--- src/rtl/md5_pkg.sv ---
// Shared types and constants for the MD5 message block padder.
package md5_pkg;

  localparam int         MD5_BLOCK_W    = 512;
  localparam int         MD5_WORDS      = 16;
  localparam int         MD5_LEN_W      = 64;
  localparam logic [7:0] MD5_PAD_MARKER = 8'h80;

  typedef enum logic [1:0] {
    ST_FILL,
    ST_PAD,
    ST_EMIT,
    ST_EMIT_LAST
  } md5_pad_state_t;

endpackage

--- src/rtl/md5_tail_word.sv ---
// Keeps the first n bytes of a little-endian word, places the 0x80 marker at
// byte n when n < 4 and clears everything above it.
module md5_tail_word
  import md5_pkg::*;
(
  input  logic [31:0] data,
  input  logic [2:0]  n,
  output logic [31:0] word,
  output logic        marker_placed
);

  always_comb begin
    word          = '0;
    marker_placed = 1'b0;
    for (int k = 0; k < 4; k++) begin
      if (k < int'(n)) begin
        word[8*k +: 8] = data[8*k +: 8];
      end else if (k == int'(n)) begin
        word[8*k +: 8] = MD5_PAD_MARKER;
        marker_placed  = 1'b1;
      end
    end
  end

endmodule

--- src/rtl/md5_block_padder.sv ---
// Packs a 32-bit little-endian word stream into 512-bit MD5 blocks and
// appends the 0x80 marker, zero fill and 64-bit bit length on the final word.
module md5_block_padder
  import md5_pkg::*;
(
  input  logic                   clk,
  input  logic                   rst,
  input  logic                   in_valid,
  output logic                   in_ready,
  input  logic [31:0]            in_data,
  input  logic [2:0]             in_bytes,
  input  logic                   in_last,
  output logic                   blk_valid,
  input  logic                   blk_ready,
  output logic [MD5_BLOCK_W-1:0] blk_data,
  output logic                   blk_last
);

  md5_pad_state_t       state;
  md5_pad_state_t       state_next;
  logic [31:0]          blk_buf [MD5_WORDS];
  // One extra bit: a tail marker written into word 15 leaves w at 16.
  logic [4:0]           w;
  logic [MD5_LEN_W-1:0] len;
  logic                 mark_done;
  logic                 pad_pending;

  logic [2:0]           n_sat;
  logic [31:0]          tail_data;
  logic [2:0]           tail_n;
  logic [31:0]          tail_word;
  logic                 tail_marker;
  logic [5:0]           pad_w_next;
  logic                 pad_fits;

  function automatic logic [2:0] sat_bytes(input logic [2:0] b);
    return (b > 3'd4) ? 3'd4 : b;
  endfunction

  assign n_sat = sat_bytes(in_bytes);

  // PAD reuses the tail masker with n=0 to produce a bare 0x00000080 word;
  // non-last words pass through unchanged with n=4.
  assign tail_data  = (state == ST_PAD) ? 32'd0 : in_data;
  assign tail_n     = (state == ST_PAD) ? 3'd0 : (in_last ? n_sat : 3'd4);
  assign pad_w_next = {1'b0, w} + {5'd0, ~mark_done};
  assign pad_fits   = (pad_w_next <= 6'd14);

  md5_tail_word u_tail (
    .data          (tail_data),
    .n             (tail_n),
    .word          (tail_word),
    .marker_placed (tail_marker)
  );

  always_comb begin
    for (int i = 0; i < MD5_WORDS; i++) begin
      blk_data[32*i +: 32] = blk_buf[i];
    end
  end

  always_ff @(posedge clk or posedge rst) begin
    if (rst) begin
      state <= ST_FILL;
    end else begin
      state <= state_next;
    end
  end

  always_comb begin
    state_next = state;
    in_ready   = 1'b0;
    blk_valid  = 1'b0;
    blk_last   = 1'b0;
    unique case (state)
      ST_FILL: begin
        in_ready = 1'b1;
        if (in_valid) begin
          if (!in_last) begin
            if (w == 5'd15) state_next = ST_EMIT;
          end else if (w == 5'd15 && n_sat == 3'd4) begin
            state_next = ST_EMIT;
          end else begin
            state_next = ST_PAD;
          end
        end
      end
      ST_PAD: begin
        state_next = pad_fits ? ST_EMIT_LAST : ST_EMIT;
      end
      ST_EMIT: begin
        blk_valid = 1'b1;
        if (blk_ready) state_next = pad_pending ? ST_PAD : ST_FILL;
      end
      ST_EMIT_LAST: begin
        blk_valid = 1'b1;
        blk_last  = 1'b1;
        if (blk_ready) state_next = ST_FILL;
      end
    endcase
  end

  always_ff @(posedge clk or posedge rst) begin
    if (rst) begin
      for (int i = 0; i < MD5_WORDS; i++) begin
        blk_buf[i] <= '0;
      end
      w           <= '0;
      len         <= '0;
      mark_done   <= 1'b0;
      pad_pending <= 1'b0;
    end else begin
      unique case (state)
        ST_FILL: begin
          if (in_valid) begin
            blk_buf[w[3:0]] <= tail_word;
            if (!in_last) begin
              len <= len + 64'd32;
              w   <= w + 5'd1;
            end else begin
              len       <= len + {58'd0, n_sat, 3'b000};
              mark_done <= tail_marker;
              if (w == 5'd15 && n_sat == 3'd4) begin
                pad_pending <= 1'b1;
              end else begin
                w <= w + 5'd1;
              end
            end
          end
        end
        ST_PAD: begin
          if (!mark_done) begin
            blk_buf[w[3:0]] <= tail_word;
            mark_done       <= 1'b1;
          end
          for (int i = 0; i < MD5_WORDS; i++) begin
            if (pad_fits) begin
              if (6'(i) >= pad_w_next && 6'(i) <= 6'd13) blk_buf[i] <= '0;
            end else if (6'(i) >= pad_w_next) begin
              blk_buf[i] <= '0;
            end
          end
          if (pad_fits) begin
            blk_buf[14] <= len[31:0];
            blk_buf[15] <= len[63:32];
          end else begin
            pad_pending <= 1'b1;
          end
        end
        ST_EMIT: begin
          if (blk_ready) begin
            w           <= '0;
            pad_pending <= 1'b0;
          end
        end
        ST_EMIT_LAST: begin
          if (blk_ready) begin
            w         <= '0;
            len       <= '0;
            mark_done <= 1'b0;
          end
        end
      endcase
    end
  end

endmodule

--- config.mk ---
export PLATFORM = sky130hd
export DESIGN_NAME = md5_block_padder
export DESIGN_NICKNAME = d
export VERILOG_FILES = /design/src/rtl/md5_pkg.sv /design/src/rtl/md5_tail_word.sv /design/src/rtl/md5_block_padder.sv
export SDC_FILE = /design/constraint.sdc
export NUM_CORES = 1
export LEC_CHECK = 0
export ABC_CLOCK_PERIOD_IN_PS = 19100
export BUFFER_PORTS_ARGS = -buffer_cell sky130_fd_sc_hd__buf_2
export CAP_MARGIN = 20
export CORE_MARGIN = 5
export CORE_UTILIZATION = 32
export CTS_CLUSTER_DIAMETER = 40
export DETAILED_ROUTE_END_ITERATION = 12
export GPL_ROUTABILITY_DRIVEN = 0
export SYNTH_ARGS = -nofsm -noshare
export SYNTH_HDL_FRONTEND = slang
export SYNTH_SLANG_ARGS = --single-unit
--- constraint.sdc ---
create_clock -name clk -period 19.1 [get_ports clk]
set_input_delay 0.955 -clock clk [delete_from_list [all_inputs] [get_ports clk]]
set_output_delay 0.955 -clock clk [all_outputs]
set_load 0.01 [all_outputs]
==> results of run 1 <==
## cell usage after synthesis, types with 3 or more instances
library cell / n / area share
o211ai_1: 4 / 0.0013
a211oi_1: 4 / 0.0013
inv_1: 18 / 0.0028
o2bb2ai_1: 112 / 0.041
dfrtp_1: 582 / 0.61
clkbuf_1: 152 / 0.024
a32o_1: 3 / 0.0013
buf_1: 12 / 0.0019
a2bb2oi_1: 11 / 0.0040
and4_1: 8 / 0.0029
mux2i_1: 35 / 0.015
nand3_1: 38 / 0.0079
o21a_1: 6 / 0.0019
nand2_1: 121 / 0.019
a21boi_0: 3 / 0.00094
o31ai_1: 6 / 0.0019
and3_1: 27 / 0.0070
and2_1: 32 / 0.0083
nor2_1: 151 / 0.024
nand2b_1: 8 / 0.0021
a22oi_1: 76 / 0.024
nor3_1: 18 / 0.0038
a22o_1: 291 / 0.11
o21ai_0: 63 / 0.013
mux2_2: 3 / 0.0014
nor4_1: 8 / 0.0021
a21o_1: 12 / 0.0038
xnor2_1: 16 / 0.0058
o22a_1: 8 / 0.0029
nor2b_1: 9 / 0.0023
o22ai_1: 14 / 0.0036
buf_2: 18 / 0.0038
xor2_1: 36 / 0.013
a21oi_1: 27 / 0.0056
ha_1: 15 / 0.0078
or4_1: 3 / 0.00094
or3_1: 9 / 0.0023
o21ai_1: 5 / 0.0010
nand4_1: 29 / 0.0076
or2_2: 4 / 0.0010
## worst paths after layout
check / startpoint / endpoint / slack, ns
max: mark_done / blk_data[478] / 15.19
min: rst / blk_data[476] / 0.24
max reg2reg: mark_done / blk_data[478] / 15.19
min reg2reg: blk_data[331] / blk_data[331] / 0.48
max in group asynchronous: rst / blk_data[108] / 16.20
min in group clk: blk_data[331] / blk_data[331] / 0.48
## sequential cells by signal, indices dropped and copies added, names as in the netlist
| name | flops |
|---|---|
| w | 5 |
| blk_data | 512 |
| pad_pending | 1 |
| state | 2 |
| len | 61 |
| mark_done | 1 |
## worst register-to-register path: stages (launching register included)
cell and delay [ns]:
dfrtp_1 0.43, inv_1 0.12, ha_1 0.30, ha_1 0.48, nor2b_1 0.08, o21ai_0 0.17
nand2_1 0.23, a21oi_2 0.86, o21ai_1 0.52, buf_4 0.35, a22o_1 0.25
## power by group through the flow
| stage | Combinational, mW | Sequential, mW | Clock [mW] |
|---|---|---|---|
| global placement | 1.29 | 1.50 | 0 |
| finish | 1.35 | 1.49 | 1.82 |
| floorplan | 0.646 | 1.55 | 0 |
| detailed placement | 1.34 | 1.50 | 0 |
| global route | 1.42 | 1.50 | 1.90 |
| CTS | 1.34 | 1.49 | 1.85 |
## layout make-up
cell class / count / area share
antenna: 4 / 0.000318
tap: 969 / 0.0385
sequential: 582 / 0.463
clock buffer: 107 / 0.0796
timing repair buffer: 610 / 0.108
inverter: 18 / 0.00239
clock inverter: 71 / 0.0288
multi-input combinational: 1248 / 0.279
## cells by family after synthesis
kind of cell,count (synthesis),share of synthesized area
adders and majority gates,16,0.00865
buffers and inverters,200,0.0322
muxes,38,0.0160
xor gates and xnor gates,52,0.0190
and+or+nand+nor,477,0.0960
DFF,582,0.607
AOI/OAI and AO/OA,665,0.221
## metrics by stage
step | hold WS [ns] | worst slack [ns] | cells | total power, mW
2_1_floorplan | 0.471 | 1.86 | 2030 | 2.20
3_3_place_gp | 0.463 | 14.77 | 3413 | 2.79
3_5_place_dp | 0.469 | 14.65 | 3420 | 2.84
4_1_cts | 0.483 | 15.24 | 3598 | 4.67
5_1_grt | 0.220 | 14.97 | 3608 | 4.83
6_report | 0.238 | 15.19 | 3609 | 4.66
## routing by layer
layer	up-vias	routed length, um	track usage
li1	8618	-	-
met1	10500	40000	0.304
met2	1052	49100	0.398
met3	227	7940	0.0605
met4	0	4750	0.109
met5	-	0	0
==> results.yml, run 1 <==
status:
  run_status: "completed"
sta:
  max_freq_ghz: 0.256
  final.min_clock_period_ns: 3.91
  sum_of_negative_setup_slack_ns: 0
  finalHoldViolations: 0
  clock_skew_ns: 0.0325
  rsz_0062_raised_after_global_routing: "false"
  layout_worst_path_cycle_share: 0.205
  setup_viol_count_final: 0
  slew_headroom: 0.221
  worstMarginPinSlew_ns: 1.17
  timing_max_transition_violations_final: 0
setup_path:
  critical_path.most_common_cell: "ha_1"
  cp_top_family: "compound AO/OA/AOI/OAI gates"
  rr_worst_depth: 10
  critPathMaxFanout: 16
  timing.critical_path.from_type: "flop"
  timing.critical_path.slowest_cell_delay_ns: 0.86
  cp_slowest_cell: "a21oi_2"
  critical_path.cell_chain: "inv_1, ha_1, ha_1, nor2b_1, o21ai_0, nand2_1, a21oi_2, o21ai_1, buf_4, a22o_1"
  timing.critical_path.required_ns: 19.61
  worstPathBufferInverterCount: 2
  crit_path_end_kind: "flop"
  cp.depth: 10
  critical_path_arrival_ns: 4.42
  setup.worst_path.class: "reg2reg"
yosys:
  syn-cell-area_um2: 24000
  synthCells: 2030
  ys_dominant_reg_cell: "dfrtp_1"
  synth-edff-count: 0
  yosys.cell_types.count: 66
  synth_async_sr_flop_share: 1.00
  yosys_warnings: 0
  postSynthAreaPerCell_um2: 11.8
  seq_area_frac_synth: 0.607
  synth.ff_latch_count: 582
  syn-num-nets: 2086
cells_and_area:
  fillCellCount: 6995
  layout.cells.most_common_list: "dfrtp_1 (582), buf_2 (554), a22o_1 (291)"
  nets: 2611
  sequential_cell_area_um2: 14600
  layout-drive-gt1-share: 0.311
  layout_commonest_cell: "dfrtp_1"
  multi_input_area_um2: 8780
  areaGrowthSynthToFinish_pct: 31.1
  util_after_layout: 0.422
  stdcell_area_um2: 31500
route:
  drt_first_iter_violations: 1908
  routed_wirelength_mm: 102
  count_of_nets_left_with_antenna_violations_after_detail_routing: 0
  viasPerCell: 5.66
  drt_first_pass_iters: 5
  routedWlPerCell_um: 28.2
  detailroute.via_count: 20400
  drc_errors: 0
clock_network:
  cts-root-to-sink-buffers: 3
  cts_tree: "done"
  cts.reportedPaths.clkPinSlew_ns: 0.06
  post_cts_resize_count: 0
  clock-sinks: 582
  ctsHtreeMaxLevel: 3
  cts-root-buf: "clkbuf_16"
  cts_bufs_inserted: 95
  cts_setup_buffers: 0
  hold_buffers_post_cts: 0
  insertion_delay_ns: 0.65
floorplanning:
  die_area_um2: 80600
  floorplan.initialDensity: 0.322
  design.portCount: 555
  core_region_area_um2: 74400
  core.rowCount: 100
  chipHeight_um: 284
  die_width_um: 284
grt:
  grt_use_total: 0.242
  antenna_found_initial: 3
  globalRouteOverflowTotal: 0
  grt_pass1_wl_mm: 147
  first_global_vias: 20700
  grt_max_degree: 182
power:
  power_switching_share: 0.378
  combPwrFrac: 0.289
  switching_power_mw: 1.76
  clock_power_share: 0.391
  irDropWorstVdd_uv: 76.2
  cellLeakagePower_nw: 16.0
  power.share.sequential: 0.320
  pwr_density_cell_nw_per_um2: 148
  intPower_mw: 2.90
run:
  cap_violations: 0
placed_design:
  io_buffers: 554
  hpwl_mm: 70.6
  dpl-instance-area_um2: 27900
hold_path:
  hold_path.class: "in2async"
Power figures use the tool's default switching activity.
==> run 2: changes to the inputs <==
Settings changed: ABC_CLOCK_PERIOD_IN_PS 19100 to 3950.
Clock period 19.1 ns to 3.95 ns, I/O delays scaled along.
==> results.yml, run 2 (synthesis gave the netlist of run 1 again) <==
sta:
  max_freq_ghz: 0.301
  rsz_0062_raised_after_global_routing: "false"
  setup_viol_count_final: 0
  sum_of_negative_setup_slack_ns: 0
  final.min_clock_period_ns: 3.33
  layout_worst_path_cycle_share: 0.842
  clock_skew_ns: 0.0370
  timing_max_transition_violations_final: 0
  finalHoldViolations: 0
  slew_headroom: 0.248
  hold_ws_ns: 0.0506
  worstMarginPinSlew_ns: 1.13
cells_and_area:
  largest_reg_flops: 512
  fillCellCount: 6931
  layout.cells.most_common_list: "dfrtp_1 (582), buf_2 (554), a22o_1 (291)"
  areaGrowthSynthToFinish_pct: 33.1
  nets: 2687
  layout-drive-gt1-share: 0.317
  util_after_layout: 0.429
  layout_commonest_cell: "dfrtp_1"
floorplanning:
  design.portCount: 555
  die_width_um: 284
  core.rowCount: 100
  die_area_um2: 80600
  floorplan.initialDensity: 0.322
  core_region_area_um2: 74400
  chipHeight_um: 284
grt:
  antenna_found_initial: 4
  grt_max_degree: 121
  globalRouteOverflowTotal: 0
  grt_use_total: 0.246
  first_global_vias: 20800
  grt_pass1_wl_mm: 149
setup_path:
  worst_r2r_endpoint: "blk_data[468]"
  setup.reg_to_reg.worst_slack_ns: 0.62
  cp_slowest_cell: "o21a_1"
  timing.critical_path.slowest_cell_delay_ns: 0.54
  origin_of_the_worst_setup_path: "mark_done"
  timing.critical_path.from_type: "flop"
  timing.rr.start: "mark_done"
  critPathMaxFanout: 50
  crit_path_end_kind: "flop"
  critical_path_arrival_ns: 3.86
  critical_path.cell_chain: "inv_1, ha_1, ha_1, nand3_1, mux2_2, nand2_1, nor2_2, buf_12, o21a_1, a2bb2oi_1"
  critical_path.most_common_cell: "ha_1"
  timing.critical_path.required_ns: 4.48
  rr_worst_depth: 10
  setup.worst_path.class: "reg2reg"
  crit_end: "blk_data[468]"
clock_network:
  cts_bufs_inserted: 96
  cts-root-to-sink-buffers: 3
  clock-sinks: 582
  insertion_delay_ns: 0.65
  cts_tree: "done"
  hold_buffers_post_cts: 32
  post_cts_resize_count: 0
  cts-root-buf: "clkbuf_16"
  ctsHtreeMaxLevel: 3
  cts.reportedPaths.clkPinSlew_ns: 0.05
  cts_setup_buffers: 0
status:
  run_status: "completed"
hold_path:
  hold_path.class: "in2reg"
route:
  routedWlPerCell_um: 27.8
  drt_first_pass_iters: 6
  detailroute.via_count: 20800
  routed_wirelength_mm: 103
  drt_first_iter_violations: 2093
  drc_errors: 0
  viasPerCell: 5.64
  count_of_nets_left_with_antenna_violations_after_detail_routing: 0
power:
  irDropWorstVdd_uv: 361
  cellLeakagePower_nw: 16.2
  pwr_density_cell_nw_per_um2: 705
  power_mw: 22.5
placed_design:
  hpwl_mm: 72.4
  io_buffers: 554
run:
  cap_violations: 0
[run 2: power by group]
part / switching, mW / internal [mW] / total [mW]
logic: 4.68 / 1.96 / 6.64
clock network: 3.33 / 5.35 / 8.68
registers: 0.505 / 6.70 / 7.21
total: 8.52 / 14.0 / 22.5
[run 2: cell type report]
cell class                 count  area (um2)  area share
timing repair buffer         685        3940       0.123
clock inverter                66         783      0.0245
inverter                      18        71.3     0.00223
sequential                   582       14600       0.456
multi-input combinational   1248        8770       0.275
tap                          969        1210      0.0380
clock buffer                 113        2590      0.0810
antenna                        3        7.51    0.000235
[run 2: critical path, delay by kind of cell, from the launching register on]
family / cells / cell delay [ns]
buffers and inverters: 2 / 0.34
AOI/OAI and AO/OA: 2 / 0.77
muxes: 1 / 0.31
and+or+nand+nor: 3 / 0.64
DFF: 1 / 0.42
adders and majority gates: 2 / 0.73
[run 2: layer usage]
layer,global-route usage,share of wire
met1,0.311,0.39
met2,0.390,0.47
met3,0.0682,0.091
met4,0.123,0.056
met5,0,0
[run 2: worst min path at each step]
stage / start / endpoint / slack, ns / cells after the start
final: in_data[15] / blk_data[399] / 0.05 / 3
after global routing: in_data[15] / blk_data[399] / 0.03 / 3
after CTS: in_data[15] / blk_data[399] / 0.009 / 3
after detailed placement: rst / blk_data[303] / 0.38 / 2
after global placement: rst / blk_data[303] / 0.37 / 2
after floorplan: in_data[16] / blk_data[400] / 0.33 / 1
[run 2: stage by stage]
step | worst slack (ns) | std cells | area, um2
after CTS | 0.646 | 3681 | 31900
after global placement | 0.842 | 3470 | 28200
after detailed placement | 0.687 | 3470 | 28200
after floorplan | -4.18 | 2030 | 24000
after global routing | 0.394 | 3684 | 31900
final | 0.624 | 3684 | 31900
